`config.mk`:
```
export PLATFORM = sky130hd
export DESIGN_NAME = data_cache_flat
export DESIGN_NICKNAME = d
export VERILOG_FILES = /design/src/rtl/data_cache_if.sv /design/src/rtl/data_cache.sv /design/src/flat_wrapper.sv
export SDC_FILE = /design/constraint.sdc
export NUM_CORES = 2
export LEC_CHECK = 0
export BUFFER_PORTS_ARGS = -buffer_cell sky130_fd_sc_hd__buf_2
export CORE_MARGIN = 2
export CORE_UTILIZATION = 40
export DETAILED_ROUTE_END_ITERATION = 10
export MAX_ROUTING_LAYER = met4
export SYNTH_ARGS = -nofsm -noshare
export SYNTH_HDL_FRONTEND = slang
export SYNTH_SLANG_ARGS = --single-unit
export TNS_END_PERCENT = 1
```
`constraint.sdc`:
```
create_clock -name clk -period 10.25 [get_ports clk]
set_input_delay 1.025 -clock clk [delete_from_list [all_inputs] [get_ports clk]]
set_output_delay 1.025 -clock clk [all_outputs]
set_load 0.01 [all_outputs]
```
`src/rtl/data_cache_if.sv`:
```
// CPU-side and memory-side signal bundle for the data cache.
//
// Handshake rules for this bundle:
//   CPU request : transfers on a rising edge where is_input_valid && is_ready.
//                 The cache latches addr/mem_rw/din on that edge; the CPU may
//                 change them afterwards. is_output_valid pulses for exactly
//                 one cycle per accepted request.
//   Mem request : mem_req_valid with mem_req_we/addr/wdata held stable until
//                 an edge where mem_req_valid && mem_req_ready. mem_req_valid
//                 drops the cycle after that edge.
//   Mem response: single-cycle mem_resp_valid pulse (fill data or writeback
//                 acknowledge). It may coincide with the request handshake.
interface data_cache_if;
  logic         is_input_valid;
  logic [31:0]  addr;
  logic         mem_rw;
  logic [31:0]  din;
  logic         is_ready;
  logic         is_output_valid;
  logic [31:0]  dout;
  logic         is_hit;
  logic         mem_req_valid;
  logic         mem_req_ready;
  logic         mem_req_we;
  logic [31:0]  mem_req_addr;
  logic [127:0] mem_req_wdata;
  logic         mem_resp_valid;
  logic [127:0] mem_resp_rdata;

  // Cache side
  modport slave (
    input  is_input_valid, addr, mem_rw, din,
    input  mem_req_ready, mem_resp_valid, mem_resp_rdata,
    output is_ready, is_output_valid, dout, is_hit,
    output mem_req_valid, mem_req_we, mem_req_addr, mem_req_wdata
  );

  // CPU + backing-memory side
  modport master (
    output is_input_valid, addr, mem_rw, din,
    output mem_req_ready, mem_resp_valid, mem_resp_rdata,
    input  is_ready, is_output_valid, dout, is_hit,
    input  mem_req_valid, mem_req_we, mem_req_addr, mem_req_wdata
  );
endinterface

```
`src/rtl/data_cache.sv`:
```
// Direct-mapped, write-back, write-allocate data cache with 16-byte lines.
// One request in flight; at most one backing-memory transaction outstanding.
module data_cache #(
  parameter int NUM_SETS   = 16,
  parameter int LINE_WORDS = 4,
  parameter int TAG_BITS   = 32 - 4 - $clog2(NUM_SETS)
) (
  input  logic       clk,
  input  logic       reset,
  data_cache_if.slave bus,
  output logic [1:0] dbg_state
);

  localparam int IDX_W     = $clog2(NUM_SETS);
  localparam int LINE_BITS = LINE_WORDS * 32;

  typedef enum logic [1:0] {
    IDLE      = 2'd0,
    COMPARE   = 2'd1,
    WRITEBACK = 2'd2,
    ALLOCATE  = 2'd3
  } state_t;

  state_t state, state_next;

  // Line storage
  logic [NUM_SETS-1:0]  valid_q;
  logic [NUM_SETS-1:0]  dirty_q;
  logic [TAG_BITS-1:0]  tag_q  [NUM_SETS];
  logic [LINE_BITS-1:0] line_q [NUM_SETS];

  // Latched request (byte-offset bits are ignored, so not kept)
  logic [31:2] req_word_q;
  logic        req_rw_q;
  logic [31:0] req_din_q;
  logic        missed_q;    // first compare of this request missed
  logic        req_sent_q;  // memory request handshaken, awaiting response

  logic [IDX_W-1:0]     idx;
  logic [TAG_BITS-1:0]  req_tag;
  logic [1:0]           off;
  logic [LINE_BITS-1:0] cur_line;
  logic                 tag_hit;
  logic                 accept;
  logic                 resp_done;

  logic                 is_ready_c;
  logic                 out_valid_c;
  logic                 mem_req_valid_c;
  logic                 mem_req_we_c;
  logic [31:0]          mem_req_addr_c;
  logic [LINE_BITS-1:0] mem_req_wdata_c;

  assign idx      = req_word_q[4 +: IDX_W];
  assign req_tag  = req_word_q[31 -: TAG_BITS];
  assign off      = req_word_q[3:2];
  assign cur_line = line_q[idx];
  assign tag_hit  = valid_q[idx] && (tag_q[idx] == req_tag);
  assign accept   = bus.is_input_valid && is_ready_c;
  // A response only counts for a request that has been (or is being) accepted
  // by memory, so a stray pulse is harmless.
  assign resp_done = bus.mem_resp_valid &&
                     (req_sent_q || (mem_req_valid_c && bus.mem_req_ready));

  // Next-state and output decode
  always_comb begin
    state_next      = state;
    is_ready_c      = 1'b0;
    out_valid_c     = 1'b0;
    mem_req_valid_c = 1'b0;
    mem_req_we_c    = 1'b0;
    mem_req_addr_c  = 32'd0;
    mem_req_wdata_c = '0;
    case (state)
      IDLE: begin
        is_ready_c = 1'b1;
        if (bus.is_input_valid) state_next = COMPARE;
      end
      COMPARE: begin
        if (tag_hit) begin
          out_valid_c = 1'b1;
          state_next  = IDLE;
        end else if (valid_q[idx] && dirty_q[idx]) begin
          state_next = WRITEBACK;
        end else begin
          state_next = ALLOCATE;
        end
      end
      WRITEBACK: begin
        mem_req_valid_c = !req_sent_q;
        mem_req_we_c    = 1'b1;
        mem_req_addr_c  = {tag_q[idx], idx, 4'b0000};
        mem_req_wdata_c = cur_line;
        if (resp_done) state_next = ALLOCATE;
      end
      ALLOCATE: begin
        mem_req_valid_c = !req_sent_q;
        mem_req_addr_c  = {req_word_q[31:4], 4'b0000};
        if (resp_done) state_next = COMPARE;
      end
      default: state_next = IDLE;
    endcase
  end

  // State register, line status bits and per-request flags
  always_ff @(posedge clk) begin
    if (!reset) begin
      state      <= IDLE;
      valid_q    <= '0;
      dirty_q    <= '0;
      missed_q   <= 1'b0;
      req_sent_q <= 1'b0;
    end else begin
      state <= state_next;
      if (accept) missed_q <= 1'b0;
      else if (state == COMPARE && !tag_hit) missed_q <= 1'b1;
      if (resp_done) req_sent_q <= 1'b0;
      else if (mem_req_valid_c && bus.mem_req_ready) req_sent_q <= 1'b1;
      if (state == COMPARE && tag_hit && req_rw_q) dirty_q[idx] <= 1'b1;
      if (state == WRITEBACK && resp_done) dirty_q[idx] <= 1'b0;
      if (state == ALLOCATE && resp_done) begin
        valid_q[idx] <= 1'b1;
        dirty_q[idx] <= 1'b0;
      end
    end
  end

  // Request latch; no reset needed since it is only read after an accept
  always_ff @(posedge clk) begin
    if (accept) begin
      req_word_q <= bus.addr[31:2];
      req_rw_q   <= bus.mem_rw;
      req_din_q  <= bus.din;
    end
  end

  // Line data and tag arrays: store hits and line fills
  always_ff @(posedge clk) begin
    if (reset && state == COMPARE && tag_hit && req_rw_q)
      line_q[idx][{off, 5'b00000} +: 32] <= req_din_q;
    if (reset && state == ALLOCATE && resp_done) begin
      line_q[idx] <= bus.mem_resp_rdata;
      tag_q[idx]  <= req_tag;
    end
  end

  assign bus.is_ready        = is_ready_c;
  assign bus.is_output_valid = out_valid_c;
  assign bus.dout            = out_valid_c ? cur_line[{off, 5'b00000} +: 32] : 32'd0;
  assign bus.is_hit          = out_valid_c && !missed_q;
  assign bus.mem_req_valid   = mem_req_valid_c;
  assign bus.mem_req_we      = mem_req_we_c;
  assign bus.mem_req_addr    = mem_req_addr_c;
  assign bus.mem_req_wdata   = mem_req_wdata_c;
  assign dbg_state           = state;

endmodule

```
`src/flat_wrapper.sv`:
```
// flat-port wrapper written by rule: the top's interface ports become plain ports
module data_cache_flat 
#(
  parameter int NUM_SETS   = 16,
  parameter int LINE_WORDS = 4,
  parameter int TAG_BITS   = 32 - 4 - $clog2(NUM_SETS)
)
  (clk, reset, dbg_state, bus_is_input_valid, bus_addr, bus_mem_rw, bus_din, bus_mem_req_ready, bus_mem_resp_valid, bus_mem_resp_rdata, bus_is_ready, bus_is_output_valid, bus_dout, bus_is_hit, bus_mem_req_valid, bus_mem_req_we, bus_mem_req_addr, bus_mem_req_wdata);
  data_cache_if bus_i ();
  input  logic clk;
  input  logic reset;
  output logic [1:0] dbg_state;
  input wire logic [$bits(bus_i.is_input_valid)-1:0] bus_is_input_valid;
  input wire logic [$bits(bus_i.addr)-1:0] bus_addr;
  input wire logic [$bits(bus_i.mem_rw)-1:0] bus_mem_rw;
  input wire logic [$bits(bus_i.din)-1:0] bus_din;
  input wire logic [$bits(bus_i.mem_req_ready)-1:0] bus_mem_req_ready;
  input wire logic [$bits(bus_i.mem_resp_valid)-1:0] bus_mem_resp_valid;
  input wire logic [$bits(bus_i.mem_resp_rdata)-1:0] bus_mem_resp_rdata;
  output wire logic [$bits(bus_i.is_ready)-1:0] bus_is_ready;
  output wire logic [$bits(bus_i.is_output_valid)-1:0] bus_is_output_valid;
  output wire logic [$bits(bus_i.dout)-1:0] bus_dout;
  output wire logic [$bits(bus_i.is_hit)-1:0] bus_is_hit;
  output wire logic [$bits(bus_i.mem_req_valid)-1:0] bus_mem_req_valid;
  output wire logic [$bits(bus_i.mem_req_we)-1:0] bus_mem_req_we;
  output wire logic [$bits(bus_i.mem_req_addr)-1:0] bus_mem_req_addr;
  output wire logic [$bits(bus_i.mem_req_wdata)-1:0] bus_mem_req_wdata;
  assign bus_i.is_input_valid = bus_is_input_valid;
  assign bus_i.addr = bus_addr;
  assign bus_i.mem_rw = bus_mem_rw;
  assign bus_i.din = bus_din;
  assign bus_i.mem_req_ready = bus_mem_req_ready;
  assign bus_i.mem_resp_valid = bus_mem_resp_valid;
  assign bus_i.mem_resp_rdata = bus_mem_resp_rdata;
  assign bus_is_ready = bus_i.is_ready;
  assign bus_is_output_valid = bus_i.is_output_valid;
  assign bus_dout = bus_i.dout;
  assign bus_is_hit = bus_i.is_hit;
  assign bus_mem_req_valid = bus_i.mem_req_valid;
  assign bus_mem_req_we = bus_i.mem_req_we;
  assign bus_mem_req_addr = bus_i.mem_req_addr;
  assign bus_mem_req_wdata = bus_i.mem_req_wdata;
  data_cache #(.NUM_SETS(NUM_SETS), .LINE_WORDS(LINE_WORDS), .TAG_BITS(TAG_BITS)) u_core (.clk(clk), .reset(reset), .bus(bus_i), .dbg_state(dbg_state));
endmodule
```
# ---- After elaboration in Yosys (flattened, before gate mapping)
# Memories as Yosys holds them, arrays and structs flattened. A register that Yosys moved wholly into a read port is not among the register bits.
# Cells that the tools add are included.
dict set report op_classes {
  n_addsub 1
  multipliers 0
  n_div 0
  order_cmp 2
  n_eq_ne 7
  n_shift 3
  n_mux 159
  bitwise 134
  n_reduce_logical 26
}
# op n
set ops {}
lappend ops {{$mux 128} 2}
lappend ops {{$mux 1} 140}
lappend ops {{$or 1x1->1} 128}
lappend ops {{$shift 32x9->128 const A} 1}
lappend ops {{$shiftx 128x8->32} 1}
lappend ops {{$shiftx 32x9->128} 1}
lappend ops {{$mux 16} 5}
lappend ops {{$pmux 32 s2} 1}
lappend ops {{$and 16x16->16} 2}
lappend ops {{$mux 32} 1}
lappend ops {{$or 16x16->16} 2}
lappend ops {{$eq 24x24->1} 1}
lappend ops {{$logic_and 1x1->1} 17}
lappend ops {{$not 16->16} 1}
lappend ops {{$neg 7->9} 1}
lappend ops {{$bmux 1 s4} 2}
lappend ops {{$mux 2} 4}
lappend ops {{$mux 4} 2}
lappend ops {{$pmux 2 s4} 1}
lappend ops {{$reduce_or 2->1} 3}
lappend ops {{$lt 4x5->1 const B} 1}
lappend ops {{$demux 1 s4} 1}
lappend ops {{$eq 2x2->1 const B} 2}
lappend ops {{$ge 4x1->1 const B} 1}
lappend ops {{8 further kinds} 11}
dict set report totals {
  reg_bits 99
  latchBits 0
  mem_bits_rw 2432
  romBits 0
  in_bits 198
  output_inout_bits 199
  wordCells 342
  memories 2
}
# memory words word_bits read_ports rd_clocked_by_memory_dff write_ports line_no
set mem_list {}
lappend mem_list {u_core.line_q 16 128 1 1 1 data_cache.sv:30} ;# logic [LINE_BITS-1:0] line_q [NUM_SETS];
lappend mem_list {u_core.tag_q 16 24 1 1 1 data_cache.sv:29} ;# logic [TAG_BITS-1:0] tag_q [NUM_SETS];

# ---- Logic depth before layout (Yosys ltp)
dict set report logic_depth {
  depth_word 12
  depth_mapped 14
}

# ---- Least setup slack after synthesis
# No wires, ideal clock.
dict set report synth_timing {
  kind {flip-flop to flip-flop}
  start {reg with a tool-made name}
  end {mem u_core.line_q[15][32] in the netlist's numbering, enable pin}
  setup_time_ns 0.421
  t_arrival_ns 4.185
  t_required_ns 9.829
  setup_slack_ns 5.644
  path_stages_with_launch 13
  synth_period_minus_slack_ns 4.606
  cell_sequence {dfxtp_1 buf_6 buf_2 mux4_2 a22oi_1 nand2_1 xor2_1 nor4_4 nand4_4 inv_4 a41oi_4 buf_2 nor2_1}
}
# item line_no
set synth_rtl {}
lappend synth_rtl {{to (decl)} data_cache.sv:30}

==> impl_metrics.json <==
{
  "dr.pass1.iters": 6,
  "drv_cap": 0,
  "ctsResizeCount": 0,
  "worst_ir_drop_vdd_v": 0.000204,
  "muxShareOfSynthArea_pct": 17.6,
  "fmax_mhz": 134,
  "place_area_um2": 107000,
  "cts_sinks": 2535,
  "avgSynthCellArea_um2": 21.8,
  "drt-wirelength-per-cell_um": 35.0,
  "power_switching_share_pct": 26.0,
  "cts-hold-fix-buffers": 0,
  "setup_violations": 0,
  "cts_tree": "built",
  "end_kind": "output pin",
  "clock_latency_ns": 0.94,
  "critPathRequiredTime_ns": 9.23,
  "area_growth_pct": 15.1,
  "rr_endpoint": "u_core.line_q[15][126]",
  "grt_remaining_overflow": 0,
  "p_leak_nw": 37.1,
  "critPathKind": "reg -> out",
  "hold_end": "u_core.req_din_q[3]",
  "grt_max_degree": 131,
  "synthCells": 4590,
  "ys_seq_area_share_pct": 75.8,
  "stdcell_area_um2": 115000,
  "grt_first_pass_wirelength_um": 415000,
  "via_count": 51200,
  "synthSimpleGateAreaFrac_pct": 3.68,
  "antenna_found_initial": 33,
  "async_reset_ff_share_pct": 0,
  "syn_area_um2": 99900,
  "min_path_cells": 1,
  "clk_path_buf_depth": 4,
  "place_congestion": 0.894,
  "ys.flop_type": "edfxtp_1",
  "start_kind": "flop",
  "synth_compound_area_share_pct": 1.22,
  "hp-class": "in -> reg",
  "hold_viol_final": 0,
  "slew_headroom_pct": 16.3,
  "drc_errors": 0,
  "die_h_um": 504,
  "die_w_um": 504,
  "synth_top_family_by_area": "multiplexers",
  "rsz0062_at_grt": "false",
  "synth_xor_area_share_pct": 0.245,
  "synth_warnings": 0,
  "layout_commonest_cell": "edfxtp_1",
  "powerDensity_nw_per_um2": 218,
  "tns_ns": 0,
  "power_report.internal_total_w": 0.0186,
  "placed_cells": 8176,
  "finalWirelength_um": 304000,
  "final_cells": 8684,
  "grt.total_usage_pct": 24.3,
  "viasPerCell": 5.89,
  "worst_pin_slew_ns": 1.25,
  "fill_cells": 20800,
  "slew_violations": 0,
  "r2r_cells": 12,
  "fin_ws_ns": 2.78,
  "io_pins": 397,
  "cts_setup_buffers": 0,
  "synth_edf_count": 2495,
  "ant_nets": 0,
  "post-route-period-util_pct": 72.9,
  "core_area_um2": 248000,
  "reg2reg_slack_ns": 3.50,
  "portBuffers": 390,
  "final_cell_mix": "edfxtp_1, mux4_2, buf_2",
  "root_buffer": "clkbuf_16",
  "grt_pass1_vias": 50900,
  "cp_data_arrival_time_ns": 6.45,
  "dpl.hpwl_um": 179000,
  "switching_power_w": 0.00652,
  "start_util_pct": 40.2,
  "seq_power_share_pct": 47.3,
  "synth_fa_ha_area_share_pct": 0.113,
  "status": "finished clean",
  "fin_nets": 5335,
  "clockPowerShare_pct": 37.7,
  "drive_gt1_share_pct": 33.2,
  "fin_skew_ns": 0.106,
  "cts_buffers": 280,
  "ys_seq_elements": 2535,
  "p_comb_share_pct": 15.1,
  "pre_cts_slack_ns": 3.41,
  "crit_fanout": 64,
  "dieArea_um2": 254000,
  "clk_pin_slew_ns": 0.06,
  "initialDrtViolationCount": 6401,
  "period_minus_slack_ns": 7.47,
  "yosysUniqueCellTypes": 65,
  "h-tree-depth": 5,
  "hold_start": "bus_din[3]",
  "rows": 183
}
## synth_stat cells (3+ instances only)
| master | number | area share (%) |
|---|---|---|
| o22ai_1 | 4 | 0.025 |
| edfxtp_1 | 2495 | 75 |
| and2_1 | 164 | 1.0 |
| o21ai_0 | 6 | 0.030 |
| xor2_1 | 9 | 0.079 |
| a22o_1 | 18 | 0.16 |
| inv_1 | 11 | 0.041 |
| a32o_1 | 3 | 0.030 |
| buf_4 | 12 | 0.090 |
| o2111ai_1 | 3 | 0.026 |
| dfxtp_1 | 40 | 0.80 |
| clkbuf_1 | 122 | 0.46 |
| a21oi_1 | 8 | 0.040 |
| nand2_1 | 312 | 1.2 |
| buf_6 | 10 | 0.11 |
| buf_2 | 113 | 0.57 |
| mux2_2 | 17 | 0.19 |
| xnor2_1 | 19 | 0.17 |
| o221a_1 | 5 | 0.056 |
| mux2i_1 | 43 | 0.43 |
| o221a_2 | 11 | 0.12 |
| and3_1 | 3 | 0.019 |
| nor3b_1 | 4 | 0.030 |
| a31oi_1 | 10 | 0.063 |
| nor2_1 | 100 | 0.38 |
| a21o_1 | 17 | 0.13 |
| mux4_2 | 754 | 17 |
| a41oi_4 | 4 | 0.11 |
| a22oi_1 | 23 | 0.17 |
| ha_1 | 9 | 0.11 |
| nand2b_1 | 4 | 0.025 |
| nor2b_1 | 23 | 0.14 |
| nand3_1 | 138 | 0.69 |
| nor3_1 | 19 | 0.095 |
| a221oi_1 | 3 | 0.026 |
| a211oi_1 | 8 | 0.060 |
| buf_1 | 13 | 0.049 |
## state kept, by name, summed over array words and instances, names as in the netlist, named ones only
signal and cells:
u_core.missed_q 1, u_core.tag_q 384, u_core.req_word_q 30, u_core.valid_q 16, u_core.dbg_state 2, u_core.req_sent_q 1, u_core.line_q 2048, u_core.dirty_q 14
u_core.req_rw_q 1, u_core.req_din_q 32
## worst max-delay path by stage
| stage | endpoint | slack [ns] | from |
|---|---|---|---|
| floorplan | u_core.line_q[15][32] | 5.64 | flop |
| global placement | u_core.line_q[14][106] | 3.52 | flop |
| detailed placement | u_core.line_q[15][106] | 3.41 | flop |
| CTS | bus_dout[14] | 2.75 | flop |
| global route | bus_dout[19] | 2.48 | flop |
| finish | bus_dout[14] | 2.78 | flop |
## worst max-delay path, stage by stage, from the launching register on
cell     delay [ns]
dfxtp_4        0.63
buf_4          0.82
buf_4          0.85
buf_4          0.91
mux4_2         0.43
mux4_2         0.76
mux4_2         0.65
and2_1         0.19
buf_2          0.13
## area by class of cell
class                           count  area, um2  share of cell area (%)
Antenna cell                       38       95.1                  0.0827
Tap cell                         3330       4170                    3.62
Sequential cell                  2535      75700                    65.8
Clock buffer                      368       7580                    6.59
Inverter                           14       65.1                  0.0566
Clock inverter                    102        853                   0.742
Multi-Input combinational cell   1774      23500                    20.4
Timing Repair Buffer              523       3030                    2.63
## stage by stage
step,hold slack (ns),total power (W),utilization (%)
floorplan,0.421,0.0142,-
global placement,0.428,0.0158,42.9
global route,0.215,0.0257,46.3
finish,0.260,0.0251,46.3
CTS,0.206,0.0252,46.3
detailed placement,0.438,0.0159,42.9
## logic make-up after synthesis
kind of cell,count (synthesis)
mux,814
buf+inv,284
xor+xnor,28
other cells,1
simple gates,776
fa+ha+maj,9
flops,2535
compound gates,143
## power groups by stage
| stage | logic [W] | clock network [W] | registers (W) |
|---|---|---|---|
| floorplan | 0.00232 | 0 | 0.0119 |
| global placement | 0.00376 | 0 | 0.0121 |
| detailed placement | 0.00379 | 0 | 0.0121 |
| CTS | 0.00380 | 0.00956 | 0.0119 |
| global route | 0.00389 | 0.00997 | 0.0119 |
| finish | 0.00378 | 0.00946 | 0.0119 |
## per-layer routing
| layer | vias up | part of all wire [%] | global-route usage [%] |
|---|---|---|---|
| met2 | 2692 | 49 | 38.4 |
| met3 | 589 | 8.5 | 3.92 |
| met4 | 0 | 6.4 | 13.1 |
| met5 | - | 0 | - |
| li1 | 20200 | - | - |
| met1 | 27700 | 36 | 30.3 |
No activity file was read; power rests on OpenSTA's default activity.
